===== config.mk =====
export PLATFORM = sky130hd
export DESIGN_NAME = cd_digit_scan_mux
export DESIGN_NICKNAME = d
export VERILOG_FILES = /design/src/rtl/cd_digit_scan_mux.sv
export SDC_FILE = /design/constraint.sdc
export NUM_CORES = 1
export LEC_CHECK = 0
export CORE_ASPECT_RATIO = 1.2
export CORE_MARGIN = 2
export CORE_UTILIZATION = 58
export CTS_CLUSTER_DIAMETER = 30
export CTS_CLUSTER_SIZE = 14
export DETAILED_ROUTE_END_ITERATION = 6
export GPL_ROUTABILITY_DRIVEN = 0
export PLACE_DENSITY = 0.91
export SLEW_MARGIN = 20
export SYNTH_ARGS = -nofsm -noshare
export SYNTH_HDL_FRONTEND = slang
export SYNTH_SLANG_ARGS = --single-unit
export TNS_END_PERCENT = 20

===== constraint.sdc =====
create_clock -name clk -period 3.8 [get_ports clk]
set_input_delay 0.76 -clock clk [delete_from_list [all_inputs] [get_ports clk]]
set_output_delay 0.76 -clock clk [all_outputs]
set_load 0.02 [all_outputs]

===== src/rtl/cd_digit_scan_mux.sv =====
// Four-digit scan driver: one nibble and one active-low anode at a time, with a blank gap between digits.
// A pending word is held in a shadow register and lands on disp only at the digit 3 -> digit 0 wrap.
module cd_digit_scan_mux #(
  parameter int CLK_DIV   = 50000,
  parameter int BLANK_CYC = 8
) (
  input  logic        clk,
  input  logic        rst,
  input  logic        load,
  input  logic [15:0] din,
  input  logic [3:0]  blank_mask,
  output logic        D,
  output logic        C,
  output logic        B,
  output logic        A,
  output logic [3:0]  an,
  output logic        pending
);

  localparam int MAXC = (CLK_DIV > BLANK_CYC) ? CLK_DIV : BLANK_CYC;
  localparam int CW   = (MAXC > 1) ? $clog2(MAXC) : 1;
  localparam logic [CW-1:0] SHOW_LAST  = CW'(CLK_DIV - 1);
  localparam logic [CW-1:0] BLANK_LAST = CW'(BLANK_CYC - 1);

  typedef enum logic {SHOW, BLANK} state_t;

  state_t        state_q, state_d;
  logic [CW-1:0] cnt_q, cnt_d;
  logic [1:0]    idx_q, idx_d;
  logic [15:0]   disp_q, disp_d;
  logic [15:0]   pend_q, pend_d;
  logic          pend_v_q, pend_v_d;

  always_ff @(posedge clk) begin
    if (rst) begin
      state_q  <= SHOW;
      cnt_q    <= '0;
      idx_q    <= 2'd0;
      disp_q   <= 16'h0000;
      pend_q   <= 16'h0000;
      pend_v_q <= 1'b0;
    end else begin
      state_q  <= state_d;
      cnt_q    <= cnt_d;
      idx_q    <= idx_d;
      disp_q   <= disp_d;
      pend_q   <= pend_d;
      pend_v_q <= pend_v_d;
    end
  end

  always_comb begin
    state_d  = state_q;
    cnt_d    = cnt_q + CW'(1);
    idx_d    = idx_q;
    disp_d   = disp_q;
    pend_d   = pend_q;
    pend_v_d = pend_v_q;
    case (state_q)
      SHOW: begin
        if (cnt_q == SHOW_LAST) begin
          cnt_d   = '0;
          state_d = BLANK;
        end
      end
      BLANK: begin
        if (cnt_q == BLANK_LAST) begin
          cnt_d   = '0;
          state_d = SHOW;
          idx_d   = idx_q + 2'd1;
          // Frame boundary: only place the shown word may change.
          if (idx_q == 2'd3 && pend_v_q) begin
            disp_d   = pend_q;
            pend_v_d = 1'b0;
          end
        end
      end
      default: state_d = SHOW;
    endcase
    // A load on the commit edge refills the shadow for the next frame.
    if (load) begin
      pend_d   = din;
      pend_v_d = 1'b1;
    end
  end

  assign {D, C, B, A} = disp_q[{idx_q, 2'b00} +: 4];
  assign an           = (state_q == BLANK) ? 4'b1111 : (~(4'b0001 << idx_q) | blank_mask);
  assign pending      = pend_v_q;

endmodule


# [After elaboration in Yosys (flattened, before gate mapping)]
# Index checks and enable logic that the tools add are counted.
[op_classes] add_sub_neg=2 eq_ne=3 shift=2 mux=11 n_bitwise=3 reduce_logical=7
[ops] cell="16-bit two-way mux" n=2
[ops] cell="16-bit case mux with 2 select lines" n=1
[ops] cell="16-bit by 1-bit adder with 16-bit output, second input constant" n=1
[ops] cell="16-bit == test, second input constant" n=1
[ops] cell="16-bit by 3-bit == test with 1-bit output, second input constant" n=1
[ops] cell="16-bit by 5-bit indexed part select with 4-bit output" n=1
[ops] cell="1-bit two-way mux" n=6
[ops] cell="3-bit AND reduction" n=2
[ops] cell="2-bit nonzero test" n=3
[ops] cell="4-bit two-way mux" n=1
[ops] cell="4-bit NOT" n=1
[ops] cell="4-bit OR" n=1
[ops] cell="1-bit by 2-bit left shift with 4-bit output, first input constant" n=1
[ops] cell="2-bit by 1-bit adder with 2-bit output, second input constant" n=1
[ops] cell="2-bit == test, second input constant" n=1
[ops] cell="1-bit case mux with 2 select lines" n=1
[ops] cell="2-bit AND reduction" n=1
[ops] cell="1-bit logical AND" n=1
[ops] cell="1-bit NOT" n=1
[totals] ff_bits=52 in_bits=23 out_inout_bits=9 wordCells=34

# [Depth between registers and ports, before layout]
# Gate-level depths: netlist of the first run.
[logic_depth] ltp_word=6 depth_mapped=6

# [Least setup slack after synthesis of the first run]
# No wires, ideal clock.
[synth_path] path_kind="input to output" start="input blank_mask[2]" end="output an[2]" arrival_ns=1.265 setup_slack_ns=1.775 cell_stages=1 cell_sequence="or3b_2"
[synth_between] elab_chain_cells=2
[synth_rtl] element="start: declaration" line="11" text="input logic [3:0] blank_mask,"
[synth_rtl] element="4-bit OR" line="88" text="assign an = (state_q == BLANK) ? 4'b1111 : (~(4'b0001 << idx_q) | blank_mask);"
[synth_rtl] element="4-bit two-way mux" line="88"
[synth_rtl] element="end: declaration" line="16" text="output logic [3:0] an,"
# Every way passes these cells.

# [Worst setup path after layout of the first run]
# Same ends and word-level chain as after synthesis.

==> impl_metrics.ini, run 1 <==
[placed_design]
io_buffer_count = 31
dp_slack_ns = 0.9088
post-dp-hpwl_mm = 3.080
dp.cells = 315

[route]
routedWlPerCell_um = 13.12
dr.pass1.iters = 4
antenna_left = 0
vias_per_cell = 5.217
drc = 0
drtIter0Drc = 73
wl_mm = 4.239
num_vias = 1685

[yosys]
synthesis.nets = 268
ys_seq_elements = 52
ys_seq_area_share_pct = 43.29
yosysTopAreaCellShare_pct = 43.29
synthesis.area_um2 = 2405
avgSynthCellArea_um2 = 10.02
yosysMostFrequentCell = dfxtp_1
synth_top_area_cell = dfxtp_1
ys_warn_count = 0
netlist_instances = 240
yosys.cell_types.count = 41
async_reset_ff_share_pct = 0
synth_common_cells = dfxtp_1, nor2_1, mux2i_1, nand2b_1
synth_edf_count = 0
synthFlopType = dfxtp_1
synth.area.top_cells = dfxtp_1, mux2i_1, nand2b_1

[worst_setup_path]
startpoint_type = input pin
cpMostUsedCell = clkdlybuf4s50_1
path_cells = clkdlybuf4s50_1 > or3b_2 > clkdlybuf4s50_1
endpoint_kind = output port
worst_ep_required_time_ns = 3.04
rr_endpoint = cnt_q[9]$_SDFF_PP0_
r2r_cells = 4
crit_slowest_cell = clkdlybuf4s50_1
crit_path_max_fanout = 1
arrival_ns = 2.13
regToRegStartpoint = cnt_q[4]$_SDFF_PP0_
reg2reg_slack_ns = 1.79
worstSetupPathType = in -> out
slowest_delay_ns = 0.54

[timing]
worst_slew_pin_slew_ns = 0.9954
fin_ws_ns = 0.9094
fin_tns_setup_ns = 0
drv_slew = 0
hold_viol = 0
rsz0062_at_grt = false
finalSetupViolCount = 0
slew_headroom_pct = 33.43
clock.fmax_mhz = 345.9
min_period_ns = 2.891
finClkSkew_ns = 0.01168
fin_crit_sh_pct = 76.07

[floorplanning]
dieArea_um2 = 4679
pin_count = 32
die_y_um = 74.54
rows = 25
die_w_um = 62.78
initial_core_util_pct = 60.54
core-area_um2 = 3973

[finish]
seqCellArea_um2 = 1041
multi_input_area_um2 = 1272
antenna_cells = 0
drive_gt1_share_pct = 9.665
finalNonFillerCells = 323
nFillCells = 306
final_nets = 296
syn2layout_area_growth_pct = 17.53

[cts]
clock_sinks = 52
cts_root_buffer = clkbuf_8
clk_pin_slew_worst_paths_ns = 0.09
cts_resized = 0
hold_buffers = 0
cts_tree = yes
postCtsSetupBuffers = 0
clock_latency_ns = 0.31
numCtsBuffers = 5
cts_max_path_buffers = 2
cts.htree.levels = 2

[power]
swShare_pct = 22.62
power.density_nw_per_um2 = 342.8
power_frac_seq_pct = 58.5
cellInternalPower_w = 0.0007499
ir_worst_vdd_mv = 0.2101
p_sw_w = 0.0002192
combPwrFrac_pct = 7.6
p_leak_nw = 1.007
clkPwrFrac_pct = 33.9

[global_route]
grt_use_total_pct = 20.14
grt-ovfl-total = 0
grt_max_degree = 29
grt_pass1_vias = 1638
grt_first_pass_wirelength_mm = 7.334
antenna_found_initial = 0

[worst_hold_path]
whs_path_depth = 1
worstHoldEndpoint = cnt_q[0]$_SDFF_PP0_
min-delay-start = cnt_q[0]$_SDFF_PP0_
min_path_type = reg -> reg

[outcome]
status = completed

[job]
drv_cap = 0
[placed cells by master (no fill, tap or decap), drive strengths merged]
cell,n
a21oi,3
inv,8
nand4b,1
a41oi,1
o21ai,1
xnor2,10
nor4b,1
xor2,2
dfxtp,52
nor2,36
clkbuf,6
buf,1
mux4,4
or3b,2
nor4,5
or2,1
or4,3
nand2b,33
o41ai,2
and4bb,1
clkdlybuf4s50,31
clkinvlp,2
o31ai,3
or3,2
nor3,2
nand2,10
o22ai,1
mux2i,33
nor2b,1
nand3,4
nand4,2
ha,5
[worst max-delay path, delay by kind of cell]
kind | cells | cell delay (ns)
simple gates | 1 | 0.43
buf+inv | 2 | 0.94
[through the flow]
step	area, um2	power [W]	util (%)	hold slack [ns]
after floorplan	2405	0.0006208	-	0.4175
after global placement	2729	0.0006512	68.69	0.4295
after detailed placement	2729	0.0006539	68.69	0.4500
after CTS	2826	0.0009777	71.15	0.4708
after global routing	2826	0.001003	71.15	0.4922
final	2826	0.0009690	71.15	0.4638
[power groups by stage]
| stage | Sequential (W) | Clock [W] | Combinational (W) |
|---|---|---|---|
| after floorplan | 0.000578 | 0 | 0.0000426 |
| after global routing | 0.000569 | 0.000352 | 0.0000820 |
| after CTS | 0.000567 | 0.000336 | 0.0000748 |
| final | 0.000566 | 0.000329 | 0.0000738 |
| after detailed placement | 0.000579 | 0 | 0.0000747 |
| after global placement | 0.000578 | 0 | 0.0000727 |
[how the worst max path moves through the flow]
stage                                      from  endpoint  slack [ns]
after floorplan                   blank_mask[2]     an[2]        1.77
after global placement            blank_mask[3]     an[3]        0.92
after detailed placement          blank_mask[2]     an[2]        0.91
after CTS                         blank_mask[2]     an[2]        0.90
after global routing      idx_q[0]$_SDFFE_PP0P_     an[3]        0.84
final                             blank_mask[2]     an[2]        0.91
[final cells by class]
type	count	share of cell area, %
sequential	52	36.83
timing repair buffer	32	11.24
clock inverter	2	0.5312
clock buffer	6	2.922
multi-input combinational	169	45.02
inverter	8	1.062
tap	54	2.390
[kinds of logic after synthesis]
group,synth area share [%]
and+or+nand+nor,24.61
DFF,43.29
muxes,17.48
buffers and inverters,3.798
xor gates and xnor gates,4.370
AOI/OAI and AO/OA,3.850
adders and majority gates,2.601
[layer usage]
| metal | track usage [%] | vias up | part of all wire (%) | wire length, um |
|---|---|---|---|---|
| li1 | - | 877 | - | - |
| met1 | 24.62 | 773 | 45 | 1902 |
| met2 | 35.13 | 29 | 50 | 2118 |
| met3 | 4.841 | 6 | 3.5 | 150 |
| met4 | 7.407 | 0 | 1.6 | 68 |
| met5 | 0 | - | 0 | 0 |
[state kept, by name (all words and copies together) (netlist names)]
signal and count:
cnt_q 16, disp_q 16, idx_q 2, pend_q 16, pending 1, state_q 1
Power figures use the tool's default switching activity.
==> run 2: changes to the inputs <==
CORE_UTILIZATION = 54   (was 58)
PLACE_DENSITY = 0.87   (was 0.91)
clock period = 2.95 ns   (was 3.8 ns; I/O delays follow)
==> impl_metrics.ini, run 2 (synthesis gave the netlist of run 1 again) <==
[timing]
clock.fmax_mhz = 374.7
finalSetupViolCount = 0
slew_headroom_pct = 55.01
drv_slew = 0
worst_slew_pin_slew_ns = 0.6686
fin_tns_setup_ns = 0
hold_viol = 0
min_period_ns = 2.669
finClkSkew_ns = 0.009783
rsz0062_at_grt = false
fin_crit_sh_pct = 90.46

[worst_setup_path]
reg2reg_slack_ns = 0.77
worst_ep_required_time_ns = 2.36
r2r_cells = 4
regToRegStartpoint = cnt_q[4]$_SDFF_PP0_
arrival_ns = 2.08
endpoint_kind = output port
rr_endpoint = cnt_q[3]$_SDFF_PP0_
crit_path_max_fanout = 7
startpoint_type = flop
worstSetupPathType = reg -> out

[cts]
numCtsBuffers = 5
postCtsSetupBuffers = 0
clock_latency_ns = 0.32
clock_sinks = 52
hold_buffers = 0
cts_tree = yes
cts_resized = 0
cts_max_path_buffers = 2
clk_pin_slew_worst_paths_ns = 0.09
cts.htree.levels = 2
cts_root_buffer = clkbuf_8

[finish]
final_common_cell = dfxtp_1
final_nets = 297
syn2layout_area_growth_pct = 20.50
top_regs = cnt_q: 16 flops, disp_q: 16 flops, pend_q: 16 flops
final_cell_mix = dfxtp_1, nor2_1, mux2i_1, nand2b_1, clkdlybuf4s50_1
antenna_cells = 0
drive_gt1_share_pct = 10.00
final_core_util_pct = 68.00

[power]
power.total_w = 0.001492
p_leak_nw = 1.046
ir_worst_vdd_mv = 0.4015
power.density_nw_per_um2 = 514.9

[worst_hold_path]
worstHoldEndpoint = cnt_q[0]$_SDFF_PP0_
min-delay-start = cnt_q[0]$_SDFF_PP0_
whs_path_depth = 1
min_path_type = reg -> reg

[global_route]
antenna_found_initial = 0
grt_pass1_vias = 1722
grt_max_degree = 55
grt-ovfl-total = 0
grt_use_total_pct = 19.77
grt_first_pass_wirelength_mm = 7.603

[floorplanning]
pin_count = 32
core-area_um2 = 4262
dieArea_um2 = 5005
rows = 26
die_w_um = 64.92
die_y_um = 77.10
initial_core_util_pct = 56.43

[outcome]
status = completed

[route]
vias_per_cell = 5.313
drtIter0Drc = 114
routedWlPerCell_um = 13.64
dr.pass1.iters = 4
wl_mm = 4.447
antenna_left = 0
num_vias = 1732
drc = 0

[placed_design]
post-dp-hpwl_mm = 3.148
io_buffer_count = 31

[job]
drv_cap = 0
==> run 2: cell count changes in the layout (fill, tap and decap cells not counted), sizes merged <==
| cell | delta |
|---|---|
| bufinv | +3 |
| buf | +1 |
| clkbuf | -1 |
| clkinvlp | -2 |
==> run 2: layout make-up <==
type,instances,area [um2]
multi-input cells,169,1272
clock buffers,5,68.82
repair buffers,33,325.3
well taps,56,70.07
flip-flops and latches,52,1041
inverters,8,30.03
fillers,331,1364
clock inverters,3,90.09
==> run 2: routing by layer <==
metal  GRT usage [%]  up-vias  share of wire, %
met5               0        -                 0
met4           8.936        0               2.0
met3           5.425        9               5.3
met2           34.02       49                52
met1           22.39      806                41
li1                -      868                 -
==> run 2: power breakdown <==
group / internal [W] / switching [W] / total (W)
combinational: 0.0000567 / 0.0000379 / 0.0000946
sequential: 0.000719 / 0.0000108 / 0.000730
clock: 0.000424 / 0.000244 / 0.000667
==> run 2: critical path, cell delays in order (launching register included) <==
cell	delay [ns]
dfxtp_1	0.56
ha_1	0.23
or3b_2	0.44
clkdlybuf4s50_1	0.54
==> run 2: how the worst max path moves through the flow <==
stage / slack [ns] / start / cells after the start / end
6_report: 0.28 / idx_q[0]$_SDFFE_PP0P_ / 3 / an[3]
5_1_grt: 0.16 / idx_q[0]$_SDFFE_PP0P_ / 3 / an[3]
4_1_cts: 0.26 / idx_q[0]$_SDFFE_PP0P_ / 3 / an[3]
3_5_place_dp: 0.38 / blank_mask[2] / 3 / an[2]
3_3_place_gp: 0.41 / blank_mask[3] / 3 / an[3]
2_1_floorplan: 1.10 / idx_q[0]$_SDFFE_PP0P_ / 4 / an[2]
==> run 2: per-stage QoR <==
| step | hold slack, ns | setup WS (ns) | cell area, um2 | instances |
|---|---|---|---|---|
| after global placement | 0.4306 | 0.4065 | 2739 | 318 |
| after floorplan | 0.4175 | 1.099 | 2405 | 240 |
| after global routing | 0.4812 | 0.1633 | 2898 | 326 |
| after detailed placement | 0.4433 | 0.3836 | 2739 | 318 |
| after CTS | 0.4565 | 0.2569 | 2898 | 326 |
| final | 0.4518 | 0.2814 | 2898 | 326 |
